`config.mk`:
```
export PLATFORM = sky130hd
export DESIGN_NAME = heater_key_ctrl
export DESIGN_NICKNAME = d
export VERILOG_FILES = /design/src/rtl/heater_pkg.sv /design/src/rtl/heater_key_ctrl_sec_ticker.sv /design/src/rtl/heater_key_ctrl.sv
export SDC_FILE = /design/constraint.sdc
export NUM_CORES = 1
export LEC_CHECK = 0
export ABC_CLOCK_PERIOD_IN_PS = 3570
export CORE_MARGIN = 8
export CORE_UTILIZATION = 60
export CTS_BUF_LIST = sky130_fd_sc_hd__clkbuf_4 sky130_fd_sc_hd__clkbuf_8
export CTS_CLUSTER_DIAMETER = 80
export DETAILED_ROUTE_END_ITERATION = 8
export GPL_ROUTABILITY_DRIVEN = 0
export GPL_TIMING_DRIVEN = 0
export PLACE_DENSITY = 0.88
export SKIP_CTS_REPAIR_TIMING = 1
export SLEW_MARGIN = 20
export SYNTH_ARGS = -nofsm -noshare
export SYNTH_HDL_FRONTEND = slang
export SYNTH_HIERARCHICAL = 1
export SYNTH_SLANG_ARGS = --single-unit
```
`constraint.sdc`:
```
create_clock -name sys_clk -period 3.57 [get_ports sys_clk]
set_input_delay 0.5355 -clock sys_clk [delete_from_list [all_inputs] [get_ports sys_clk]]
set_output_delay 0.5355 -clock sys_clk [all_outputs]
set_load 0.02 [all_outputs]
```
`src/rtl/heater_pkg.sv`:
```
// Shared definitions for the bath-heater command controller.
// Contents:
//   state_t          controller state (OFF/IDLE/SET/RUN/PURGE)
//   KEY_*            key indices on the 16-bit key pulse bus (0-9 are digits)
//   HEAT_*           heat level codes driven on heat_lvl
//   next_heat()      heat level cycle 0 -> 1 -> 2 -> 0
//   bcd_dec()        two-digit BCD decrement (caller never passes 00)
package heater_pkg;

    typedef enum logic [2:0] {
        ST_OFF   = 3'd0,
        ST_IDLE  = 3'd1,
        ST_SET   = 3'd2,
        ST_RUN   = 3'd3,
        ST_PURGE = 3'd4
    } state_t;

    localparam logic [3:0] KEY_PWR   = 4'd10;
    localparam logic [3:0] KEY_HEAT  = 4'd11;
    localparam logic [3:0] KEY_FAN   = 4'd12;
    localparam logic [3:0] KEY_LIGHT = 4'd13;
    localparam logic [3:0] KEY_TIMER = 4'd14;
    localparam logic [3:0] KEY_OK    = 4'd15;

    localparam logic [1:0] HEAT_OFF  = 2'd0;
    localparam logic [1:0] HEAT_LOW  = 2'd1;
    localparam logic [1:0] HEAT_HIGH = 2'd2;

    function automatic logic [1:0] next_heat(input logic [1:0] h);
        logic [1:0] r;
        case (h)
            HEAT_OFF: r = HEAT_LOW;
            HEAT_LOW: r = HEAT_HIGH;
            default:  r = HEAT_OFF;
        endcase
        return r;
    endfunction

    function automatic logic [7:0] bcd_dec(input logic [7:0] v);
        logic [7:0] r;
        if (v[3:0] == 4'd0) begin
            r = {v[7:4] - 4'd1, 4'd9};
        end else begin
            r = {v[7:4], v[3:0] - 4'd1};
        end
        return r;
    endfunction

endpackage

```
`src/rtl/heater_key_ctrl_sec_ticker.sv`:
```
// One-second prescaler for the heater controller.
// Ports:
//   sys_clk  in  system clock
//   rst_n    in  asynchronous active-low reset
//   clr_i    in  synchronous clear (restarts the second from zero)
//   tick_o   out single-cycle strobe, once every CLK_HZ cycles
module sec_ticker #(
    parameter int CLK_HZ = 50_000_000
) (
    input  logic sys_clk,
    input  logic rst_n,
    input  logic clr_i,
    output logic tick_o
);

    localparam int            CW   = (CLK_HZ > 1) ? $clog2(CLK_HZ) : 1;
    localparam logic [CW-1:0] LAST = CW'(CLK_HZ - 1);

    logic [CW-1:0] cnt_q;
    logic [CW-1:0] cnt_d;

    always_comb begin
        cnt_d = cnt_q + 1'b1;
        if (clr_i || (cnt_q == LAST)) begin
            cnt_d = '0;
        end
    end

    always_ff @(posedge sys_clk or negedge rst_n) begin
        if (!rst_n) begin
            cnt_q <= '0;
        end else begin
            cnt_q <= cnt_d;
        end
    end

    assign tick_o = (cnt_q == LAST);

endmodule

```
`src/rtl/heater_key_ctrl.sv`:
```
// Bath-heater command controller. Takes one-cycle key pulses from the keypad
// scanner and owns power, heat level, fan, light and the BCD auto-off timer.
// Ports:
//   sys_clk       in   system clock
//   rst_n         in   asynchronous active-low reset
//   key_pulse     in   [15:0] one-cycle key pulses (0-9 digits, 10-15 A-F)
//   power_on      out  heater enabled
//   heat_lvl      out  [1:0] 0 off, 1 low, 2 high
//   fan_on        out  fan drive
//   light_on      out  light drive
//   timer_active  out  countdown running
//   disp_bcd      out  [7:0] entry buffer in SET, remaining minutes in RUN, else 00
//   set_mode      out  high while in SET
//   dbg_state     out  [2:0] current controller state (state_t encoding)
// All functional outputs are registered from the state registers, so a key
// accepted at edge n is visible on the outputs after edge n+1.
module heater_key_ctrl
    import heater_pkg::*;
#(
    parameter int CLK_HZ     = 50_000_000,
    parameter int ENTRY_TO_S = 10,
    parameter int PURGE_S    = 30
) (
    input  logic        sys_clk,
    input  logic        rst_n,
    input  logic [15:0] key_pulse,
    output logic        power_on,
    output logic [1:0]  heat_lvl,
    output logic        fan_on,
    output logic        light_on,
    output logic        timer_active,
    output logic [7:0]  disp_bcd,
    output logic        set_mode,
    output logic [2:0]  dbg_state
);

    localparam int              TO_W    = $clog2(ENTRY_TO_S + 1);
    localparam int              PG_W    = $clog2(PURGE_S + 1);
    localparam logic [TO_W-1:0] TO_LAST = TO_W'(ENTRY_TO_S - 1);
    localparam logic [PG_W-1:0] PG_LAST = PG_W'(PURGE_S - 1);

    state_t          state_q, state_d;
    state_t          ret_q, ret_d;        // state to resume when SET exits
    logic [1:0]      heat_q, heat_d;
    logic            fan_user_q, fan_user_d;
    logic            light_q, light_d;
    logic [7:0]      entry_q, entry_d;    // BCD entry buffer
    logic [7:0]      remain_q, remain_d;  // BCD remaining minutes
    logic [5:0]      sec_q, sec_d;        // seconds within the current minute
    logic [TO_W-1:0] to_q, to_d;          // idle seconds in SET
    logic [PG_W-1:0] purge_q, purge_d;    // seconds spent in PURGE

    logic            power_on_q, fan_on_q, light_on_q, timer_active_q, set_mode_q;
    logic [1:0]      heat_lvl_q;
    logic [7:0]      disp_bcd_q;

    logic            key_vld;
    logic [3:0]      key_idx;
    logic            tick;
    logic            go_off;
    logic            timer_stop;          // key this cycle cancels the pending decrement
    logic            pre_clr;
    logic            counting;

    sec_ticker #(.CLK_HZ(CLK_HZ)) u_sec_ticker (
        .sys_clk (sys_clk),
        .rst_n   (rst_n),
        .clr_i   (pre_clr),
        .tick_o  (tick)
    );

    always_comb begin
        // Lowest set bit wins; scanning downward leaves the lowest index last.
        key_vld = |key_pulse;
        key_idx = 4'd0;
        for (int k = 15; k >= 0; k--) begin
            if (key_pulse[k]) key_idx = 4'(k);
        end

        state_d    = state_q;
        ret_d      = ret_q;
        heat_d     = heat_q;
        fan_user_d = fan_user_q;
        light_d    = light_q;
        entry_d    = entry_q;
        remain_d   = remain_q;
        sec_d      = sec_q;
        to_d       = to_q;
        purge_d    = purge_q;
        go_off     = 1'b0;
        timer_stop = 1'b0;
        pre_clr    = 1'b0;

        // Key handling comes first; the timed events below see its result.
        if (key_vld) begin
            if (key_idx == KEY_LIGHT) light_d = !light_q;
            if (state_q == ST_SET) to_d = '0;
            case (state_q)
                ST_OFF: begin
                    if (key_idx == KEY_PWR) begin
                        state_d    = ST_IDLE;
                        heat_d     = HEAT_OFF;
                        fan_user_d = 1'b0;
                    end
                end
                ST_PURGE: begin
                    if (key_idx == KEY_PWR) go_off = 1'b1;
                end
                default: begin
                    case (key_idx)
                        KEY_PWR:  go_off = 1'b1;
                        KEY_HEAT: heat_d = next_heat(heat_q);
                        KEY_FAN:  fan_user_d = !fan_user_q;
                        KEY_TIMER: begin
                            if (state_q == ST_SET) begin
                                state_d = ret_q;
                            end else begin
                                ret_d   = state_q;
                                state_d = ST_SET;
                                entry_d = 8'h00;
                                to_d    = '0;
                            end
                        end
                        KEY_OK: begin
                            if (state_q == ST_SET) begin
                                timer_stop = 1'b1;
                                sec_d      = '0;
                                if (entry_q == 8'h00) begin
                                    state_d  = ST_IDLE;
                                    remain_d = 8'h00;
                                end else begin
                                    state_d  = ST_RUN;
                                    remain_d = entry_q;
                                    pre_clr  = 1'b1;
                                end
                            end
                        end
                        default: begin
                            if ((state_q == ST_SET) && (key_idx <= 4'd9)) begin
                                entry_d = {entry_q[3:0], key_idx};
                            end
                        end
                    endcase
                end
            endcase
        end

        if (go_off) begin
            timer_stop = 1'b1;
            state_d    = ST_OFF;
            heat_d     = HEAT_OFF;
            fan_user_d = 1'b0;
            entry_d    = 8'h00;
            remain_d   = 8'h00;
            sec_d      = '0;
            purge_d    = '0;
        end

        // Countdown keeps running while the user edits a new value from RUN.
        counting = (state_q == ST_RUN) || ((state_q == ST_SET) && (ret_q == ST_RUN));
        if (counting && tick && !timer_stop) begin
            if (sec_q == 6'd59) begin
                sec_d = '0;
                if (remain_q == 8'h01) begin
                    state_d    = ST_PURGE;
                    heat_d     = HEAT_OFF;
                    fan_user_d = 1'b0;
                    remain_d   = 8'h00;
                    entry_d    = 8'h00;
                    purge_d    = '0;
                end else begin
                    remain_d = bcd_dec(remain_q);
                end
            end else begin
                sec_d = sec_q + 6'd1;
            end
        end

        if ((state_q == ST_SET) && (state_d == ST_SET) && !key_vld && tick) begin
            if (to_q == TO_LAST) begin
                state_d = ret_q;
                to_d    = '0;
            end else begin
                to_d = to_q + 1'b1;
            end
        end

        if ((state_q == ST_PURGE) && (state_d == ST_PURGE) && tick) begin
            if (purge_q == PG_LAST) begin
                state_d = ST_OFF;
                purge_d = '0;
            end else begin
                purge_d = purge_q + 1'b1;
            end
        end
    end

    always_ff @(posedge sys_clk or negedge rst_n) begin
        if (!rst_n) begin
            state_q        <= ST_OFF;
            ret_q          <= ST_OFF;
            heat_q         <= HEAT_OFF;
            fan_user_q     <= 1'b0;
            light_q        <= 1'b0;
            entry_q        <= 8'h00;
            remain_q       <= 8'h00;
            sec_q          <= '0;
            to_q           <= '0;
            purge_q        <= '0;
            power_on_q     <= 1'b0;
            heat_lvl_q     <= HEAT_OFF;
            fan_on_q       <= 1'b0;
            light_on_q     <= 1'b0;
            timer_active_q <= 1'b0;
            disp_bcd_q     <= 8'h00;
            set_mode_q     <= 1'b0;
        end else begin
            state_q        <= state_d;
            ret_q          <= ret_d;
            heat_q         <= heat_d;
            fan_user_q     <= fan_user_d;
            light_q        <= light_d;
            entry_q        <= entry_d;
            remain_q       <= remain_d;
            sec_q          <= sec_d;
            to_q           <= to_d;
            purge_q        <= purge_d;
            power_on_q     <= (state_q != ST_OFF);
            heat_lvl_q     <= heat_q;
            // Heat is never driven without airflow; purge forces the fan.
            fan_on_q       <= ((state_q != ST_OFF) && (fan_user_q || (heat_q != HEAT_OFF)))
                              || (state_q == ST_PURGE);
            light_on_q     <= light_q;
            timer_active_q <= (state_q == ST_RUN) || ((state_q == ST_SET) && (ret_q == ST_RUN));
            disp_bcd_q     <= (state_q == ST_SET) ? entry_q :
                              (state_q == ST_RUN) ? remain_q : 8'h00;
            set_mode_q     <= (state_q == ST_SET);
        end
    end

    assign power_on     = power_on_q;
    assign heat_lvl     = heat_lvl_q;
    assign fan_on       = fan_on_q;
    assign light_on     = light_on_q;
    assign timer_active = timer_active_q;
    assign disp_bcd     = disp_bcd_q;
    assign set_mode     = set_mode_q;
    assign dbg_state    = state_q;

endmodule

```
-- Yosys cells after proc, flatten, opt, wreduce, memory -nomap -nowiden
Cells that the tools add are included.
- output and inout port bits: 18
- input bits: 18
- flip-flop bits (word level): 82
- word-level logic and storage cells: 185
- $add $sub $neg: 6
- eq/ne operators: 20
- bitwise logic cells: 2
- multiplexer cells: 103
- magnitude comparators: 1
- reductions and logical operators: 34
- operator list (operator ; number):
    8-bit 2-to-1 mux ; 20
    4-bit 2-to-1 mux ; 23
    6-bit 2-to-1 mux ; 7
    3-bit 2-to-1 mux ; 12
    5-bit 2-to-1 mux ; 6
    4-bit equality test (second input constant) ; 7
    26-bit by 1-bit adder with 26-bit output (second input constant) ; 1
    26-bit equality test (second input constant) ; 1
    26-bit 2-to-1 mux ; 1
    1-bit 2-to-1 mux ; 20
    2-bit 2-to-1 mux ; 8
    8-bit one-hot mux with 2 select lines ; 1
    16-bit OR reduction ; 1
    3-bit by 2-bit equality test with 1-bit output (second input constant) ; 4
    3-bit one-hot mux with 2 select lines ; 2
    3-bit nonzero test ; 4
    1-bit logical AND ; 10
    8-bit by 1-bit equality test with 1-bit output (second input constant) ; 1
    8-bit logical NOT ; 1
    2-bit one-hot mux with 2 select lines ; 2
    4-bit AND reduction ; 2
    4-bit by 1-bit subtractor with 4-bit output (second input constant) ; 2
    6-bit by 1-bit adder with 6-bit output (second input constant) ; 1
    3-bit equality test (second input constant) ; 2
    19 further kinds ; 27

-- Longest topological paths before layout
- word-level depth: 33
- gate-level depth with buffers: 11
- mapped depth without buffers: 11

-- Modules after synthesis
Netlist, hierarchy kept.
- by module, submodules not included (module ; seq. area each (um2) ; area each (um2) ; instances ; cells each):
    heater_key_ctrl ; 1401.3 ; 3353.2 ; 1 ; 371
    sec_ticker ; 650.6 ; 1397.6 ; 1 ; 147

-- Worst setup path before layout
No wires, ideal clock.
- path kind: in2reg
- start: input key_pulse[4]
- end: register remain_q[5]
- arrival: 2.507 ns
- path buffers: 2
- stages on the path: 10
- data required time: 3.439 ns
- setup time: 0.131 ns
- path slack: 0.932 ns
- cells stage by stage: or4_1 -> buf_2 -> nor3_4 -> and3_2 -> o2111a_2 -> buf_6 -> mux2i_1 -> nor2_1 -> o21ai_1 -> o211ai_1
- word-level cells in the longest chain between the ends: 13
- elaborated cells between the ends (all ways): 24
- those cells by class: 3 x eq/ne; 18 x mux; 3 x reduce/logical
- RTL lines (what ; RTL line ; source):
    start: declaration ; heater_key_ctrl.sv:26 ; input logic [15:0] key_pulse,
    4-bit 2-to-1 mux (5 in series) ; heater_key_ctrl.sv:77 ; if (key_pulse[k]) key_idx = 4'(k);
    4-bit equality test, on equally long branches ; heater_key_ctrl.sv:110, heater_key_ctrl.sv:107 ;
    1-bit 2-to-1 mux, on equally long branches ; heater_key_ctrl.sv:110, heater_key_ctrl.sv:107 ;
    1-bit 2-to-1 mux, on equally long branches ; n/a ;
    1-bit 2-to-1 mux ; heater_key_ctrl.sv:95 ; if (key_vld) begin
    1-bit 2-to-1 mux ; heater_key_ctrl.sv:148 ; if (go_off) begin
    1-bit logical NOT ; heater_key_ctrl.sv:161 ; if (counting && tick && !timer_stop) begin
    1-bit logical AND ; heater_key_ctrl.sv:161 ;
    4-bit by 2-bit != test with 1-bit output (no source line) or 8-bit 2-to-1 mux (tied branches) ; n/a ;
    end signal: assignment ; heater_key_ctrl.sv:224 ; remain_q <= remain_d;
    end: declaration ; heater_key_ctrl.sv:48 ; logic [7:0] remain_q, remain_d;
Several ways; a longest one is shown, not always the timed one.
A chain may end at the register's enable or synchronous reset.

-- Final worst setup path
- start: register u_sec_ticker.cnt_q[16]
- end: register heat_q[1]
- word-level cells in the longest chain between the ends: 4
- RTL lines (what ; RTL line ; source):
    start: declaration ; heater_key_ctrl_sec_ticker.sv:19 ; logic [CW-1:0] cnt_q;
    start signal: assignment ; heater_key_ctrl_sec_ticker.sv:33 ; cnt_q <= cnt_d;
    26-bit equality test ; heater_key_ctrl_sec_ticker.sv:37 ; assign tick_o = (cnt_q == LAST);
    named net tick ; heater_key_ctrl.sv:59 ; logic tick;
    1-bit logical AND (2 in series) ; heater_key_ctrl.sv:161 ;
    2-bit 2-to-1 mux ; heater_key_ctrl.sv:161 ;
    named net heat_d[1] ; heater_key_ctrl.sv:44 ; logic [1:0] heat_q, heat_d;
    end signal: assignment ; heater_key_ctrl.sv:220 ; heat_q <= heat_d;
    end: declaration ; heater_key_ctrl.sv:44 ;
The timed path passes the listed nets, and every way through them passes these cells.

==> metrics <==
outcome finished clean; crit end category flip-flop; class of the worst hold path in2async; Antenna Cells 0; worst r2r path cells 9; Avg Cell Area, Syn 9.17 um2; total CTS buffers 9; Vias per Instance 6.34; first-pass GRT wire length around 19000 um; root buffer cell clkbuf_8; row cnt 32; Max-cap violations 0; IO Port Bufs 35; remaining routing DRC violations 0; Initial Utilization 61.8%; CP Launch Type flip-flop; main flop type after synthesis dfrtp_1; post-synth cell types 70; Die X-Extent approximately 100 um; RSZ-0062 raised after global routing no; post-synthesis cell count ~520; max-slew violations 0; nets 590; FILL cells 595; Fin. Hold Viols 0; Seq/Total Area, Yosys a little over two fifths; WL per Instance roughly 17 um; most common cell after layout, fill and taps aside dfrtp_1; Least-Margin Pin Slew roughly 0.8 ns; LEAKAGE ~2.2 nW; RR Endpoint heat_q[1]; mapped cell area ~4800 um2; post-layout minimum cycle time 3.25 ns; Inst Count DP roughly 660; Worst EP arrival approximately 3.5 ns; Final ANT Viol Nets 0; Psw 0.000406 W; clock latency on the worst-skew pair between 0.3 and 0.4 ns; CTS H-tree lvls 3; flops & latches, synth slightly above 80; Placed Area approximately 5300 um2; clock power share 41.4%; Critical Path Slowest Stage Cell dfrtp_1; global route overflow 0; flop2flop setup slack ~0.32 ns; vias about 4.3k; Worst Path Max Fanout 10; most frequent cells in the layout dfrtp_1 (82), nor2_1 (79), nand2_1 (35), clkdlybuf4s50_1 (34), o21ai_0 (32); Die Area approximately 11000 um2; Setup CP Type reg2reg; Sequential Power Share between 50 and 60%; Gate power share ~5.0%; setup violators final 0; Post-Route WL about 11000 um; Mapped Nets 543; Max Freq a little over 300 MHz; Area Growth Syn to Fin 15.1%; clk slew on worst S/H paths around 0.09 ns; Total Power around 0.0017 W; iteration count of the initial detailed-routing pass 5; post-route cell area around 5500 um2; clock skew around 0.010 ns; PwrDens between 300 and 400 nW/um2; Post-Layout Cell Count around 670; RR Startpoint u_sec_ticker/cnt_q[16]; slowest stage delay, CP roughly 0.46 ns; DP HPWL 8330 um; Slew HR about 45%; Yosys warning count 6; die height around 100 um; Async S/R FF share, synth between 90% and 100%; P_int ~0.0013 W; gr usage total about a fifth; sw frac a little under a quarter; peak supply drop 0.000196 V; core footprint about 7700 um2; Critical Path Source u_sec_ticker/cnt_q[16]; initial antenna violation count 0; Setup crit end heat_q[1]; number of enable flip-flop cells after synthesis 0; I/O Pins 36; period utilization ~91%; largest net degree at the start of global routing 49; number of DRC markers in iteration 0 between 300 and 400; vias in the first global route ~4k; crit-path cells nor4b_1 > nand3b_1 > nor3_2 > o211a_1 > and2_1 > nand2_1 > o21ai_2 > clkbuf_1 > nor2_1; clock sink count between 80 and 90; share of layout cells above drive strength 1 9.65%; CTS tree yes; Req. time, crit path 3.79 ns; Max Root-Sink Buffers 2
## worst min path at each step
stage,startpoint,endpoint,cells after the start
floorplan,rst_n,dbg_state[0],0
global placement,light_q,light_on,0
detailed placement,light_q,light_on,0
CTS,rst_n,sec_q[2],1
global route,rst_n,sec_q[5],1
finish,rst_n,sec_q[2],1
## power groups by stage
| stage | logic (W) | registers, W | clock network [W] |
|---|---|---|---|
| 2_1_floorplan | 0.0000300 | 0.000948 | 0 |
| 3_3_place_gp | 0.0000811 | 0.000948 | 0 |
| 3_5_place_dp | 0.0000865 | 0.000947 | 0 |
| 4_1_cts | 0.0000867 | 0.000929 | 0.000727 |
| 5_1_grt | 0.0000954 | 0.000929 | 0.000759 |
| 6_report | 0.0000863 | 0.000929 | 0.000718 |
## through the flow
| step | utilization [%] | setup WS, ns | setup TNS, ns | hold WS (ns) |
|---|---|---|---|---|
| CTS | 71.1 | 0.150 | 0 | 0.131 |
| floorplan | - | 0.932 | 0 | 0.240 |
| global placement | 68.0 | -0.823 | -67.21 | 0.385 |
| finish | 71.2 | 0.316 | 0 | 0.124 |
| global route | 71.2 | 0.126 | 0 | 0.155 |
| detailed placement | 68.3 | 0.122 | 0 | 0.382 |
## cell type report
type | instances | area, um2 | share of cell area [%]
inverters | 15 | 56.3 | 1.03
flip-flops and latches | 82 | 2050 | 37.5
clock buffers | 11 | 151 | 2.77
clock inverters | 5 | 60.1 | 1.10
multi-input cells | 407 | 2570 | 47.0
plain buffers | 14 | 73.8 | 1.35
repair buffers | 36 | 375 | 6.86
well taps | 102 | 128 | 2.33
## worst max-delay path: cells and delay by family (launching register included)
kind,cells,cell delay [ns]
AOI/OAI and AO/OA,2,0.79
buffers and inverters,1,0.42
DFF,1,0.46
and+or+nand+nor,6,1.46
## cell usage after synthesis (3+ instances only)
cell      count  area (um2)
nand2_1      35         131
a22oi_1       5        37.5
nor4_1        7        43.8
o31ai_1       7        52.6
o31a_1        4        35.0
nor2b_1       3        18.8
nor2_2        3        18.8
nor3_1       11        55.1
xnor2_1      10        87.6
o211ai_1      6        45.0
nand3_1      21         105
clkbuf_1      7        26.3
xor2_1        7        61.3
mux2i_1      11         110
or4_1         8        60.1
nor4_4        3        63.8
o21ai_0      32         160
and3_1        9        56.3
nand3b_1      3        22.5
o22ai_1       3        18.8
a21o_1        6        45.0
nor2_1       79         297
a31oi_1       4        25.0
o21ai_1       4        20.0
and4_1        5        43.8
or3_1        12        75.1
buf_2         5        25.0
inv_1        15        56.3
a21oi_1      30         150
nand2b_1      7        43.8
nand4_1      15        93.8
dfrtp_1      82        2050
ha_1          7        87.6
o21a_1        4        30.0
## layer usage
metal  part of all wire (%)  vias to the layer above  track usage (%)
met4                    1.7                        0             6.83
met5                      0                        -                0
met1                     42                     2047             26.4
met3                    6.8                       21             4.42
li1                       -                     2014                -
met2                     49                      181             34.2
## kinds of logic after synthesis
kind of cell    share of synthesized area [%]
simple gates                             28.3
compound gates                           18.4
flops                                    43.2
buf+inv                                  2.74
xor+xnor                                 3.13
mux                                      2.32
fa+ha+maj                                1.84
## sequential cells by signal, indices dropped and copies added, names as in the netlist
| name | cells |
|---|---|
| entry_q | 8 |
| sec_q | 6 |
| dbg_state | 3 |
| disp_bcd | 8 |
| heat_q | 2 |
| power_on | 1 |
| set_mode | 1 |
| u_sec_ticker/cnt_q | 26 |
| remain_q | 8 |
| heat_lvl | 2 |
| light_q | 1 |
| light_on | 1 |
| to_q | 4 |
| fan_on | 1 |
| purge_q | 5 |
| fan_user_q | 1 |
| timer_active | 1 |
| ret_q | 3 |
No activity file was read; power rests on OpenSTA's default activity.
